<file path="config.mk">
export PLATFORM = sky130hd
export DESIGN_NAME = regfile_sequencer_flat
export DESIGN_NICKNAME = d
export VERILOG_FILES = /design/src/rtl/regfile_seq_pkg.sv /design/src/rtl/regfile_sequencer_if.sv /design/src/rtl/rf_seq_alu.sv /design/src/rtl/regfile_sequencer.sv /design/src/flat_wrapper.sv
export SDC_FILE = /design/constraint.sdc
export NUM_CORES = 1
export LEC_CHECK = 0
export ABC_AREA = 1
export ABC_CLOCK_PERIOD_IN_PS = 2200
export BUFFER_PORTS_ARGS = -buffer_cell sky130_fd_sc_hd__buf_4
export CAP_MARGIN = 20
export CORE_ASPECT_RATIO = 1.75
export CORE_UTILIZATION = 51
export DETAILED_ROUTE_END_ITERATION = 8
export PLACE_DENSITY = 0.8
export SLEW_MARGIN = 30
export SYNTH_ARGS = -nofsm -noshare
export SYNTH_HDL_FRONTEND = slang
export SYNTH_SLANG_ARGS = --single-unit
</file>
<file path="constraint.sdc">
create_clock -name clk -period 2.2 [get_ports clk]
set_input_delay 0.11 -clock clk [delete_from_list [all_inputs] [get_ports clk]]
set_output_delay 0.11 -clock clk [all_outputs]
set_load 0.1 [all_outputs]
</file>
<file path="src/rtl/regfile_seq_pkg.sv">
// Shared constants for the register-file sequencer: widths, opcodes,
// instruction field positions and FSM state encoding.
package regfile_seq_pkg;

  localparam int SEQ_DATA_W = 10;
  localparam int SEQ_ADDR_W = 3;
  localparam int SEQ_CNT_W  = 8;

  // Instruction layout: op[9:8] rd[7:6] rs1[5:3] rs2[2:0]; LI uses [5:0] as imm
  localparam int OP_HI  = 9;
  localparam int OP_LO  = 8;
  localparam int RD_HI  = 7;
  localparam int RD_LO  = 6;
  localparam int RS1_HI = 5;
  localparam int RS1_LO = 3;
  localparam int RS2_HI = 2;
  localparam int RS2_LO = 0;
  localparam int IMM_W  = 6;

  typedef enum logic [1:0] {
    OP_ADD = 2'b00,
    OP_SUB = 2'b01,
    OP_AND = 2'b10,
    OP_LI  = 2'b11
  } op_e;

  typedef enum logic [1:0] {
    ST_IDLE  = 2'b00,
    ST_READ  = 2'b01,
    ST_EXEC  = 2'b10,
    ST_WRITE = 2'b11
  } state_e;

endpackage

</file>
<file path="src/rtl/regfile_sequencer_if.sv">
// Instruction handshake plus register-file port set. The sequencer is the
// master (initiator); the instruction source / register file side is the slave.
interface regfile_sequencer_if;
  import regfile_seq_pkg::*;

  logic                  instr_valid;
  logic                  instr_ready;
  logic [SEQ_DATA_W-1:0] instr;
  logic                  rf_we;
  logic [SEQ_ADDR_W-1:0] rf_waddr;
  logic [SEQ_DATA_W-1:0] rf_wdata;
  logic [SEQ_ADDR_W-1:0] rf_raddr1;
  logic [SEQ_ADDR_W-1:0] rf_raddr2;
  logic [SEQ_DATA_W-1:0] rf_rdata1;
  logic [SEQ_DATA_W-1:0] rf_rdata2;

  modport master (
    input  instr_valid, instr, rf_rdata1, rf_rdata2,
    output instr_ready, rf_we, rf_waddr, rf_wdata, rf_raddr1, rf_raddr2
  );

  modport slave (
    output instr_valid, instr, rf_rdata1, rf_rdata2,
    input  instr_ready, rf_we, rf_waddr, rf_wdata, rf_raddr1, rf_raddr2
  );

endinterface

</file>
<file path="src/rtl/rf_seq_alu.sv">
// Combinational 10-bit ALU: ADD/SUB with carry/borrow, AND, load-immediate.
module rf_seq_alu
  import regfile_seq_pkg::*;
(
  input  op_e                   op,
  input  logic [SEQ_DATA_W-1:0] a,
  input  logic [SEQ_DATA_W-1:0] b,
  input  logic [IMM_W-1:0]      imm,
  output logic [SEQ_DATA_W-1:0] y,
  output logic                  carry
);

  logic [SEQ_DATA_W:0] sum;

  // Result and carry per opcode; carry only meaningful for ADD/SUB
  always_comb begin
    sum   = {1'b0, a} + {1'b0, b};
    y     = '0;
    carry = 1'b0;
    case (op)
      OP_ADD: begin
        y     = sum[SEQ_DATA_W-1:0];
        carry = sum[SEQ_DATA_W];
      end
      OP_SUB: begin
        y     = a - b;
        carry = (a < b);
      end
      OP_AND:  y = a & b;
      default: y = {{(SEQ_DATA_W-IMM_W){1'b0}}, imm};
    endcase
  end

endmodule

</file>
<file path="src/rtl/regfile_sequencer.sv">
// Serialised instruction sequencer in front of an 8x10-bit register file.
//
//   state    | meaning
//   ---------+---------------------------------------------------------
//   ST_IDLE  | ready for an instruction; latch it on valid
//   ST_READ  | read addresses driven from latched rs1/rs2; capture operands
//   ST_EXEC  | ALU evaluates captured operands; result registered
//   ST_WRITE | write-back to {1'b0,rd}, done pulse, status/counter update
module regfile_sequencer
  import regfile_seq_pkg::*;
#(
  parameter int CNT_W = SEQ_CNT_W
) (
  input  logic                  clk,
  input  logic                  rst,
  regfile_sequencer_if.master   bus,
  output logic                  done,
  output logic [SEQ_DATA_W-1:0] result,
  output logic                  zero_flag,
  output logic                  carry_flag,
  output logic [CNT_W-1:0]      instr_count
);

  state_e                state, state_nxt;
  logic [SEQ_DATA_W-1:0] instr_q;
  logic [SEQ_DATA_W-1:0] opa_q, opb_q;
  logic [SEQ_DATA_W-1:0] alu_y, alu_y_q;
  logic                  alu_c, alu_c_q;
  op_e                   op;

  assign op            = op_e'(instr_q[OP_HI:OP_LO]);
  assign bus.rf_raddr1 = instr_q[RS1_HI:RS1_LO];
  assign bus.rf_raddr2 = instr_q[RS2_HI:RS2_LO];
  assign bus.rf_waddr  = {1'b0, instr_q[RD_HI:RD_LO]};
  assign bus.rf_wdata  = alu_y_q;

  rf_seq_alu u_alu (
    .op    (op),
    .a     (opa_q),
    .b     (opb_q),
    .imm   (instr_q[IMM_W-1:0]),
    .y     (alu_y),
    .carry (alu_c)
  );

  // State register
  always_ff @(posedge clk) begin
    if (rst) state <= ST_IDLE;
    else     state <= state_nxt;
  end

  // Next state and handshake / write strobes; one cycle per non-idle state
  always_comb begin
    state_nxt       = state;
    bus.instr_ready = 1'b0;
    bus.rf_we       = 1'b0;
    done            = 1'b0;
    case (state)
      ST_IDLE: begin
        bus.instr_ready = 1'b1;
        if (bus.instr_valid) state_nxt = ST_READ;
      end
      ST_READ:  state_nxt = ST_EXEC;
      ST_EXEC:  state_nxt = ST_WRITE;
      ST_WRITE: begin
        bus.rf_we = 1'b1;
        done      = 1'b1;
        state_nxt = ST_IDLE;
      end
      default:  state_nxt = ST_IDLE;
    endcase
  end

  // Datapath registers; status moves in lock-step with the register-file write
  always_ff @(posedge clk) begin
    if (rst) begin
      instr_q     <= '0;
      opa_q       <= '0;
      opb_q       <= '0;
      alu_y_q     <= '0;
      alu_c_q     <= 1'b0;
      result      <= '0;
      zero_flag   <= 1'b1;
      carry_flag  <= 1'b0;
      instr_count <= '0;
    end else begin
      case (state)
        ST_IDLE: if (bus.instr_valid) instr_q <= bus.instr;
        ST_READ: begin
          opa_q <= bus.rf_rdata1;
          opb_q <= bus.rf_rdata2;
        end
        ST_EXEC: begin
          alu_y_q <= alu_y;
          alu_c_q <= alu_c;
        end
        ST_WRITE: begin
          result      <= alu_y_q;
          zero_flag   <= (alu_y_q == '0);
          carry_flag  <= alu_c_q;
          instr_count <= instr_count + 1'b1;
        end
        default: ;
      endcase
    end
  end

endmodule

</file>
<file path="src/flat_wrapper.sv">
// flat-port wrapper written by rule: the top's interface ports become plain ports
module regfile_sequencer_flat import regfile_seq_pkg::*;
#(
  parameter int CNT_W = SEQ_CNT_W
)
  (clk, rst, done, result, zero_flag, carry_flag, instr_count, bus_instr_valid, bus_instr, bus_rf_rdata1, bus_rf_rdata2, bus_instr_ready, bus_rf_we, bus_rf_waddr, bus_rf_wdata, bus_rf_raddr1, bus_rf_raddr2);
  regfile_sequencer_if bus_i ();
  input  logic clk;
  input  logic rst;
  output logic done;
  output logic [SEQ_DATA_W-1:0] result;
  output logic zero_flag;
  output logic carry_flag;
  output logic [CNT_W-1:0] instr_count;
  input wire logic [$bits(bus_i.instr_valid)-1:0] bus_instr_valid;
  input wire logic [$bits(bus_i.instr)-1:0] bus_instr;
  input wire logic [$bits(bus_i.rf_rdata1)-1:0] bus_rf_rdata1;
  input wire logic [$bits(bus_i.rf_rdata2)-1:0] bus_rf_rdata2;
  output wire logic [$bits(bus_i.instr_ready)-1:0] bus_instr_ready;
  output wire logic [$bits(bus_i.rf_we)-1:0] bus_rf_we;
  output wire logic [$bits(bus_i.rf_waddr)-1:0] bus_rf_waddr;
  output wire logic [$bits(bus_i.rf_wdata)-1:0] bus_rf_wdata;
  output wire logic [$bits(bus_i.rf_raddr1)-1:0] bus_rf_raddr1;
  output wire logic [$bits(bus_i.rf_raddr2)-1:0] bus_rf_raddr2;
  assign bus_i.instr_valid = bus_instr_valid;
  assign bus_i.instr = bus_instr;
  assign bus_i.rf_rdata1 = bus_rf_rdata1;
  assign bus_i.rf_rdata2 = bus_rf_rdata2;
  assign bus_instr_ready = bus_i.instr_ready;
  assign bus_rf_we = bus_i.rf_we;
  assign bus_rf_waddr = bus_i.rf_waddr;
  assign bus_rf_wdata = bus_i.rf_wdata;
  assign bus_rf_raddr1 = bus_i.rf_raddr1;
  assign bus_rf_raddr2 = bus_i.rf_raddr2;
  regfile_sequencer #(.CNT_W(CNT_W)) u_core (.clk(clk), .rst(rst), .bus(bus_i), .done(done), .result(result), .zero_flag(zero_flag), .carry_flag(carry_flag), .instr_count(instr_count));
endmodule
</file>
Word-level counts from Yosys, hierarchy flattened. Index checks and enable logic that the tools add are counted.

Bits in registers: 63. Input port bits: 33. Output and inout bits: 42. Logic and storage cells: 31.

Add/subtract/negate cells: 3. Order comparisons: 1. Equal/unequal tests: 6. Multiplexer cells: 6. Bitwise gates (word level): 1. Reduce and logical (&&, ||, !) cells: 4.

Operator list (count): $pmux W10 S3 (1); $add A10 B10 Y11 (1); $and A10 B10 Y10 (1); $logic_not A10 Y1 (1); $lt A10 B10 Y1 (1); $sub A10 B10 Y10 (1); $add A8 B1 Y8 const B (1); $pmux W2 S4 (1); $eq A2 B2 Y1 const B (3); $eq A2 B1 Y1 const B (2); $logic_not A2 Y1 (2); $mux W1 (2); $mux W2 (1); $ne A2 B2 Y1 const B (1); $pmux W1 S2 (1); $reduce_and A2 Y1 (1).

Depth between registers and ports, before layout. Gate-level depths: netlist of the first run.

Word-level depth: 2. Gate-level depth with buffers: 15. Gate-level depth less buffers: 15.

Hierarchy. From an unflattened synthesis of the first run, not the netlist that was laid out.

Cell total of the unflattened synthesis: 534. Area, all modules: 3607.2 µm².

By module, submodules not included: regfile_sequencer (instances 1, cells an instance 308, area an instance 2417.3 µm², seq. area each 1261.2 µm²); rf_seq_alu (instances 1, cells an instance 226, area an instance 1189.9 µm², seq. area each 0.0 µm²).

Worst setup path after synthesis of the first run. OpenSTA, ideal clock, no wires.

Kind: register to register. Start point: register u_core.state[0]. End point: register u_core.instr_count[7]. Arrival time: 2.131 ns. Required time: 2.079 ns. Slack: -0.052 ns. Stages on the path, launching flop included: 11. Buffers on the path: 0. Clock period less this slack: 2.252 ns. Path through: dfxtp_1 -> ha_1 -> nand2_1 -> inv_1 -> nand3_1 -> nor2_1 -> inv_1 -> nor3_2 -> nand2_1 -> o21ai_0 -> a21oi_1.

Longest elaborated chain between the ends: 1.

Ends and longest elaborated chain: start, declared (RTL line regfile_sequencer.sv:24) `state_e state, state_nxt;`; start signal, assigned (RTL line regfile_sequencer.sv:49) `else state <= state_nxt;`; $eq A2 B2 Y1 (RTL line regfile_sequencer.sv:87) `case (state)`; end signal, assigned (RTL line regfile_sequencer.sv:101) `instr_count <= instr_count + 1'b1;`; end, declared (RTL line regfile_sequencer.sv:21) `output logic [CNT_W-1:0] instr_count`.

No other way between the ends. A chain may end at the register's enable or synchronous reset.

Worst setup path after layout of the first run.
Start point: register u_core.opb_q[0]. End point: register u_core.alu_c_q.

Longest elaborated chain between the ends: 2. Elaborated cells on any way between the ends: 3. Those cells by class: 1 x add/sub; 1 x order compare; 1 x mux.

Ends and longest elaborated chain: start, declared (RTL line regfile_sequencer.sv:26) `logic [SEQ_DATA_W-1:0] opa_q, opb_q;`; start signal, assigned (RTL line regfile_sequencer.sv:91) `opb_q <= bus.rf_rdata2;`; $add A10 B10 Y11 or $lt A10 B10 Y1 (tied branches) (RTL line rf_seq_alu.sv:17, rf_seq_alu.sv:27); $pmux W1 S2 (*) (RTL line rf_seq_alu.sv:20) `case (op)`; end signal, assigned (RTL line regfile_sequencer.sv:95) `alu_c_q <= alu_c;`; end, declared (RTL line regfile_sequencer.sv:28) `logic alu_c, alu_c_q;`.

Mark *: on every way between the ends. The rest lies on a longest branch, timed or not.

==> metrics.yaml, run 1 <==
run_status:
  status: "finished, final reports clean"
sta:
  period_share: 0.9315
  tns_ns: 0
  hold_viol_final: 0
  max_freq_mhz: 488.0
  period_needed_ns: 2.049
  rsz0062_at_grt: "no"
  clock_skew_ns: 0.005220
  hold_ws_ns: 0.01043
  setup_violations: 0
  finalMaxSlewViolations: 0
clocking:
  cts_tree: "built"
  cts_sinks: 63
  cts_setup_buffers: 0
  cts_buffers: 9
  root_buffer: "clkbuf_16"
  clk_pin_slew_ns: 0.05
  htree_levels: 3
  ctsLongestPathBuffers: 2
  insertion_delay_ns: 0.33
routing:
  via_count: 3700
  wirelength_mm: 10.54
  drt-initial-drc-count: 329
  drt-pass1-iter-count: 4
  drcViolationCount: 0
  vias_per_cell: 5.457
  routedWlPerCell_um: 15.55
  final_antenna_net_count: 0
finish:
  areaGrowthSynthToFinish_pct: 25.34
  final_cell_count_no_fill: 678
  nNetsFinal: 649
  fillerInstances: 631
  finalInstanceArea_mm2: 0.004506
  num_antenna_cells: 0
  post_route_cells_drive_above_1_share: 0.1852
min_path:
  hold_class: "in2reg"
  hold_end: "u_core.opa_q[2]"
  hold_path_startpoint: "bus_rf_rdata1[2]"
  holdPathStages: 3
pwr:
  leakage_nw: 2.218
  switching_share: 0.5241
  power_density_mw_per_mm2: 1740
  switchingPower_w: 0.004110
  ir_drop_uv: 1414
  power.internal_w: 0.003732
  power_frac_clock: 0.196
  share_comb_of_total_power: 0.577
  power_frac_seq: 0.226
synth:
  avgSynthCellArea_um2: 6.834
  synth_cell_type_count: 36
  ys_warn_count: 0
  synth_seq_area_share: 0.3509
  synth-main-ff-cell: "dfxtp_1"
  syn_nets: 586
  async_flop_share: 0
  synthCells: 526
  synth_enable_flop_cells: 0
  syn-cell-area_mm2: 0.003595
  synth.ff_latch_count: 63
worst_setup_path:
  rr_worst_depth: 12
  crit_type: "reg2reg"
  crit_path_max_fanout: 5
  start_kind: "register"
  crit_chain: "ha_1, fa_1, nand2_1, nand2_1, nand2_1, nand2_2, nand2_2, nand2_1, nand2_1, a21oi_1, o21ai_0, a21oi_1"
  critPathBufInv: 0
  r2r_end: "u_core.alu_c_q"
  critPathArrivalTime_ns: 2.26
  reg2reg_slack_ns: 0.15
  path_common_cell: "nand2_1"
  cp-end-kind: "register"
  critPathSlowestCell: "fa_1"
  cp.required_ns: 2.41
  crit_family: "adder cells"
  r2r_start: "u_core.opb_q[0]"
  slowest_delay_ns: 0.47
floorplanning:
  die_area_mm2: 0.007401
  io_pins: 75
  die_h_um: 113.1
  fp.coreArea_mm2: 0.006857
  die_x_um: 65.47
  rows: 40
  initial_core_util: 0.5243
global_route:
  grt_pass1_vias: 3725
  track_usage: 0.3110
  grt_start_max_net_pins: 34
  grt_pass1_wl_mm: 17.21
  antenna_found_initial: 0
  grt-ovfl-total: 0
place:
  hpwl_mm: 8.070
  place_area_mm2: 0.004144
  dp_cells: 659
  place_congestion: 0.9326
  io_buffers: 73
run:
  drv_cap: 0
[per-stage QoR]
stage	total power [W]	worst slack (ns)	util
floorplan	0.005246	0.2266	-
global placement	0.006201	0.1441	0.6044
detailed placement	0.006259	0.1272	0.6044
CTS	0.007820	0.1033	0.6560
global route	0.008358	0.005194	0.6571
finish	0.007842	0.1508	0.6571
[state kept, by name, summed over array words and instances, names as in the netlist]
| register | count |
|---|---|
| u_core.instr_q | 10 |
| u_core.result | 10 |
| u_core.state | 2 |
| u_core.opb_q | 10 |
| u_core.alu_c_q | 1 |
| u_core.bus.rf_wdata | 10 |
| u_core.carry_flag | 1 |
| u_core.zero_flag | 1 |
| u_core.opa_q | 10 |
| u_core.instr_count | 8 |
[how the worst max path moves through the flow]
stage | start | endpoint | slack, ns | cells after the start
2_1_floorplan | u_core.instr_count[1] | u_core.instr_count[6] | 0.23 | 6
3_3_place_gp | u_core.opa_q[0] | u_core.bus.rf_wdata[6] | 0.14 | 15
3_5_place_dp | u_core.opa_q[0] | u_core.bus.rf_wdata[6] | 0.13 | 15
4_1_cts | u_core.opa_q[0] | u_core.bus.rf_wdata[6] | 0.10 | 15
5_1_grt | u_core.opa_q[0] | u_core.bus.rf_wdata[6] | 0.005 | 15
6_report | u_core.opb_q[0] | u_core.alu_c_q | 0.15 | 12
[power groups by stage]
stage          clock, W  combinational [W]  sequential (W)
2_1_floorplan         0            0.00282         0.00243
3_3_place_gp          0            0.00442         0.00178
3_5_place_dp          0            0.00446         0.00180
4_1_cts         0.00156            0.00449         0.00178
5_1_grt         0.00161            0.00493         0.00182
6_report        0.00154            0.00453         0.00178
[cell type report]
type                       instances  area [µm²]  area share
tap                               84       105.1     0.02333
multi-input combinational        380        1976      0.4385
timing repair buffer              80       633.1      0.1405
clock buffer                      11       242.7     0.05387
clock inverter                     5       81.33     0.01805
sequential                        63        1261      0.2799
inverter                          55       206.4     0.04582
[what timing repair did]
item	CTS	global route
endpoints found under the hold margin	3	0
gates resized for setup	0	3
setup endpoints to repair	0	3
hold buffers	3	0
[cell usage after synthesis (all sizes together) (2+ instances only)]
cell type   n  share of area
nand2      97           0.10
nor2       91           0.10
dfxtp      63           0.35
o21ai      60          0.084
inv        53          0.055
a21oi      44          0.064
nand3      39          0.056
ha         25          0.087
buf        15          0.030
clkbuf     13          0.015
nor3        6         0.0097
nand4       5         0.0087
clkinv      2         0.0021
fa          2          0.011
[placed cells by master (no fill, tap or decap), types with 2 or more instances in the layout]
| cell | instances |
|---|---|
| nand2_1 | 93 |
| clkbuf_16 | 9 |
| a21oi_1 | 43 |
| clkinv_1 | 2 |
| nor2_1 | 87 |
| inv_2 | 5 |
| nand4_1 | 5 |
| buf_12 | 2 |
| nor2_2 | 3 |
| bufinv_16 | 2 |
| inv_1 | 48 |
| dfxtp_1 | 63 |
| nand2_2 | 4 |
| ha_1 | 24 |
| o21ai_0 | 59 |
| buf_4 | 75 |
| nand3_1 | 38 |
| dlygate4sd3_1 | 3 |
| nor3_1 | 5 |
[layer usage]
metal  vias up  routed length (µm)  track usage
met5         -                   0            0
met4         0                 390       0.1841
met3        30                 457      0.06250
met2       111                5836       0.5629
met1      1727                3859       0.3174
li1       1832                   -            -
[worst min-delay path, stage by stage]
cell    delay [ns]
buf_4         0.08
nor2_1        0.03
nor2_1        0.09
[kinds of logic (layout without fill, tap and decap cells)]
family | Yosys count | count (layout) | synth area share
and+or+nand+nor | 241 | 241 | 0.2840
AOI/OAI and AO/OA | 111 | 111 | 0.1636
buffers and inverters | 83 | 151 | 0.1023
DFF | 63 | 63 | 0.3509
adders and majority gates | 27 | 27 | 0.09816
other | 1 | 1 | 0.001043
No activity file was read; power rests on OpenSTA's default activity.
==> run 2: changes to the inputs <==
--- a/config.mk
+++ b/config.mk
@@ -16,4 +16,5 @@
 export SLEW_MARGIN = 30
 export SYNTH_ARGS = -nofsm -noshare
 export SYNTH_HDL_FRONTEND = slang
+export SYNTH_HIERARCHICAL = 1
 export SYNTH_SLANG_ARGS = --single-unit
==> metrics.yaml, run 2 <==
global_route:
  grt-ovfl-total: 0
  grt_start_max_net_pins: 60
  grt_pass1_wl_mm: 15.55
  antenna_found_initial: 0
  track_usage: 0.2735
  grt_pass1_vias: 3376
clocking:
  hold_buffers: 3
  clk_pin_slew_ns: 0.06
  ctsLongestPathBuffers: 2
  htree_levels: 3
  cts_setup_buffers: 0
  cts_tree: "built"
  root_buffer: "clkbuf_16"
  postCtsResizedCells: 0
  cts_sinks: 63
  cts_buffers: 9
  insertion_delay_ns: 0.33
worst_setup_path:
  cp-end-kind: "register"
  critPathArrivalTime_ns: 2.26
  cp.required_ns: 2.42
  crit_type: "reg2reg"
  start_kind: "register"
  crit_path_max_fanout: 3
sta:
  finalMaxSlewViolations: 0
  rsz0062_at_grt: "no"
  timing.slew.headroom: 0.4583
  tns_ns: 0
  max_freq_mhz: 491.9
  period_needed_ns: 2.033
  period_share: 0.9241
  hold_viol_final: 0
  worst_slew_pin_slew_ns: 0.8113
  clock_skew_ns: 0.008336
  setup_violations: 0
pwr:
  power_density_mw_per_mm2: 1699
  leakage_nw: 2.242
  ir_drop_uv: 1282
synth:
  avgSynthCellArea_um2: 6.755
  synth_top_area_share: 0.3496
  ys_warn_count: 6
  synthMostInstantiatedCell: "nor2_1"
  synth-main-ff-cell: "dfxtp_1"
  synthCells: 534
  synth_enable_flop_cells: 0
  synth_cell_type_count: 27
  synth_seq_area_share: 0.3496
  async_flop_share: 0
  yosysTopAreaCell: "dfxtp_1"
  yosys-top-cells-count: "nor2_1, nand2_1, dfxtp_1, o21ai_0, nand3_1"
  syn-cell-area_mm2: 0.003607
  synth.area.top_cells: "dfxtp_1, nor2_1, nand2_1"
  synth.ff_latch_count: 63
  syn_nets: 595
place:
  io_buffers: 73
  hpwl_mm: 7.087
  place_congestion: 0.9155
finish:
  nNetsFinal: 657
  final_cell_mix: "nor2_1, nand2_1, buf_4"
  final_common_cell: "nor2_1"
  num_antenna_cells: 0
  areaGrowthSynthToFinish_pct: 22.30
  final_util: 0.6434
  post_route_cells_drive_above_1_share: 0.1614
run:
  drv_cap: 0
floorplanning:
  initial_core_util: 0.5261
  die_x_um: 65.58
  io_pins: 75
  die_h_um: 113.3
  rows: 40
  die_area_mm2: 0.007427
  fp.coreArea_mm2: 0.006857
routing:
  drt-pass1-iter-count: 6
  vias_per_cell: 5.311
  wirelength_mm: 9.532
  via_count: 3638
  final_antenna_net_count: 0
  drcViolationCount: 0
  routedWlPerCell_um: 13.92
  drt-initial-drc-count: 257
run_status:
  status: "finished, final reports clean"
min_path:
  hold_class: "in2reg"
run 2: through the flow:
stage / setup slack, ns / hold slack [ns] / total power [W] / cells / area [µm²]
detailed placement: 0.2323 / 0.3334 / 0.006066 / 666 / 4091
global placement: 0.2744 / 0.3291 / 0.006001 / 666 / 4091
finish: 0.1670 / 0.004613 / 0.007495 / 685 / 4412
global route: 0.02593 / 0.01356 / 0.007983 / 685 / 4412
floorplan: 0.2265 / 0.1791 / 0.005211 / 534 / 3607
CTS: 0.1847 / 0.0008438 / 0.007481 / 685 / 4412
run 2: path summary, 6_finish.rpt:
path	from	to	slack, ns	cells after the start
worst min register to register	u_core/zero_flag	u_core/zero_flag	0.47	2
worst max register to register	u_core/opa_q[0]	u_core/alu_c_q	0.17	15
worst max-delay path	u_core/opa_q[0]	u_core/alu_c_q	0.17	15
worst min-delay path	bus_rf_rdata1[4]	u_core/opa_q[4]	0.005	3
run 2: power by group:
part	switching [W]	internal (W)	total, W
clock	0.000515	0.000872	0.00139
sequential	0.000297	0.00148	0.00178
combinational	0.00319	0.00114	0.00433
total	0.00400	0.00350	0.00749
run 2: cells by family after synthesis:
kind of cell,share of synthesized area
other,0.001040
DFF,0.3496
and+or+nand+nor,0.3143
adders and majority gates,0.1013
AOI/OAI and AO/OA,0.1318
buffers and inverters,0.1020
run 2: layer usage:
layer,global-route usage,up-vias,share of wire
li1,-,1838,-
met1,0.3013,1660,0.39
met2,0.4866,122,0.53
met3,0.06048,18,0.052
met4,0.1203,0,0.025
met5,0,-,0
run 2: final cells by class:
| cell class | instances | area, µm² |
|---|---|---|
| Multi-Input combinational cell | 395 | 1978 |
| Timing Repair Buffer | 78 | 593.1 |
| Sequential cell | 63 | 1261 |
| Inverter | 49 | 183.9 |
| Clock inverter | 6 | 61.31 |
| Tap cell | 84 | 105.1 |
| Fill cell | 616 | 2445 |
| Clock buffer | 10 | 229.0 |
run 2: critical path, stage by stage, from the launching register on:
cell and delay (ns):
dfxtp_1 0.35, inv_1 0.05, ha_1 0.22, fa_1 0.40, inv_1 0.09, nand3_1 0.09, nand2_1 0.13, nand2_1 0.09
nand2_1 0.08, nand2_1 0.07, nand2_1 0.07, nand2_1 0.04, nand2_1 0.06, nand2_1 0.05, nor2_1 0.09, nor2_1 0.06
==> run 3: changes to the inputs <==
--- a/config.mk
+++ b/config.mk
@@ -9,7 +9,7 @@
 export ABC_CLOCK_PERIOD_IN_PS = 2200
 export BUFFER_PORTS_ARGS = -buffer_cell sky130_fd_sc_hd__buf_4
 export CAP_MARGIN = 20
-export CORE_ASPECT_RATIO = 1.75
+export CORE_ASPECT_RATIO = 1.1
 export CORE_UTILIZATION = 51
 export DETAILED_ROUTE_END_ITERATION = 8
 export PLACE_DENSITY = 0.8
==> metrics.yaml, run 3 (synthesis results as in run 2) <==
worst_setup_path:
  crit_type: "reg2reg"
  critPathArrivalTime_ns: 2.25
  start_kind: "register"
  cp-end-kind: "register"
  reg2reg_slack_ns: 0.17
  cp-endpoint: "u_core/alu_c_q"
  path_common_cell: "nand2_1"
  crit_start: "u_core/opa_q[0]"
  cp.required_ns: 2.42
  r2r_end: "u_core/alu_c_q"
  rr_worst_depth: 15
  crit_chain: "inv_1, ha_1, fa_1, inv_1, nand3_1, nand2_1, nand2_1, nand2_1, nand2_1, nand2_1, nand2_1, nand2_1, nand2_1, nor2_1, nor2_1"
  r2r_start: "u_core/opa_q[0]"
  crit_path_max_fanout: 3
  slowest_delay_ns: 0.39
  critPathSlowestCell: "fa_1"
floorplanning:
  die_x_um: 82.19
  initial_core_util: 0.5376
  io_pins: 75
  die_h_um: 90.21
  rows: 31
  fp.coreArea_mm2: 0.006710
  die_area_mm2: 0.007414
clocking:
  cts_sinks: 63
  htree_levels: 3
  cts_setup_buffers: 0
  cts_tree: "built"
  insertion_delay_ns: 0.33
  ctsLongestPathBuffers: 2
  cts_buffers: 9
  root_buffer: "clkbuf_8"
  clk_pin_slew_ns: 0.07
routing:
  drt-initial-drc-count: 215
  drt-pass1-iter-count: 5
  final_antenna_net_count: 0
  drcViolationCount: 0
  vias_per_cell: 5.257
  via_count: 3638
  wirelength_mm: 9.097
  routedWlPerCell_um: 13.15
finish:
  num_antenna_cells: 0
  final_common_cell: "nor2_1"
  nNetsFinal: 666
  fillerInstances: 614
  finalInstanceArea_mm2: 0.004373
  final_cell_mix: "nor2_1, nand2_1, buf_4"
  final_cell_count_no_fill: 692
  areaGrowthSynthToFinish_pct: 21.23
  post_route_cells_drive_above_1_share: 0.1590
sta:
  rsz0062_at_grt: "no"
  period_needed_ns: 2.029
  tns_ns: 0
  hold_viol_final: 0
  clock_skew_ns: 0.005766
  period_share: 0.9221
  timing.slew.headroom: 0.4553
  setup_violations: 0
  layout_setup_ws_ns: 0.1714
  finalMaxSlewViolations: 0
  worst_slew_pin_slew_ns: 0.8171
  max_freq_mhz: 493.0
place:
  dp_cells: 665
  place_area_mm2: 0.004096
  place_congestion: 0.8880
  hpwl_mm: 6.644
  io_buffers: 73
  place_ws_ns: 0.2046
run:
  drv_cap: 0
min_path:
  hold_class: "in2reg"
global_route:
  grt_start_max_net_pins: 60
  antenna_found_initial: 0
  grt-ovfl-total: 0
  track_usage: 0.2670
  grt_pass1_vias: 3527
  grt_pass1_wl_mm: 15.57
pwr:
  leakage_nw: 2.221
  power.total_w: 0.006957
  power_density_mw_per_mm2: 1591
  ir_drop_uv: 1039
run_status:
  status: "finished, final reports clean"
-- run 3: cell types whose count changed in the layout (fill, tap and decap cells not counted) --
cell,before,now
clkbuf_8,0,9
clkinv_2,3,2
clkinv_4,1,2
dlygate4sd3_1,3,11
clkbuf_16,9,0
buf_4,75,76
bufinv_16,1,0
clkbuf_1,1,2
-- run 3: layer usage --
layer	part of all wire	global-route usage	vias to the layer above
li1	-	-	1855
met1	0.44	0.3250	1667
met2	0.50	0.4552	106
met3	0.041	0.05178	10
met4	0.014	0.09357	0
met5	0	0	-
-- run 3: worst min path at each step --
stage | from | endpoint | slack [ns] | cells after the start
after floorplan | rst | u_core/state[0] | 0.18 | 1
after global placement | rst | u_core/state[0] | 0.32 | 2
after detailed placement | rst | u_core/state[0] | 0.32 | 2
after CTS | bus_rf_rdata1[3] | u_core/opa_q[3] | 0.00004 | 3
after global routing | bus_rf_rdata2[4] | u_core/opb_q[4] | 0.007 | 3
final | bus_rf_rdata1[3] | u_core/opa_q[3] | 0.004 | 3
-- run 3: power by group --
| group | leakage (nW) | switching (W) | internal (W) |
|---|---|---|---|
| Sequential | 0.516 | 0.000283 | 0.00148 |
| Combinational | 1.62 | 0.00317 | 0.00116 |
| Clock | 0.0833 | 0.000456 | 0.000409 |
| Total | 2.22 | 0.00391 | 0.00305 |
-- run 3: area by class of cell --
type	count	area, µm²	area share
multi-input cells	395	1978	0.4524
flip-flops and latches	63	1261	0.2884
repair buffers	87	680.7	0.1557
inverters	49	183.9	0.04206
clock buffers	11	131.4	0.03004
well taps	82	102.6	0.02346
clock inverters	5	35.03	0.008011
-- run 3: metrics by stage --
step           hold slack (ns)  utilization
6_report              0.003854       0.6517
3_3_place_gp            0.3237       0.6105
3_5_place_dp            0.3223       0.6105
2_1_floorplan           0.1791            -
5_1_grt               0.006951       0.6517
4_1_cts             0.00004260       0.6517
-- run 3: repair_timing --
| item | CTS | global route |
|---|---|---|
| endpoints found under the setup margin | 0 | 0 |
| hold buffers | 11 | 0 |
| endpoints found under the hold margin | 13 | 0 |
| resized for setup | 0 | 0 |
-- run 3: worst max-delay path, delay by kind of cell, from the launching register on --
| kind | cells | cell delay (ns) |
|---|---|---|
| adder cells (fa/ha/maj) | 2 | 0.61 |
| buffers and inverters | 2 | 0.14 |
| flip-flops | 1 | 0.35 |
| AND/OR/NAND/NOR | 11 | 0.83 |
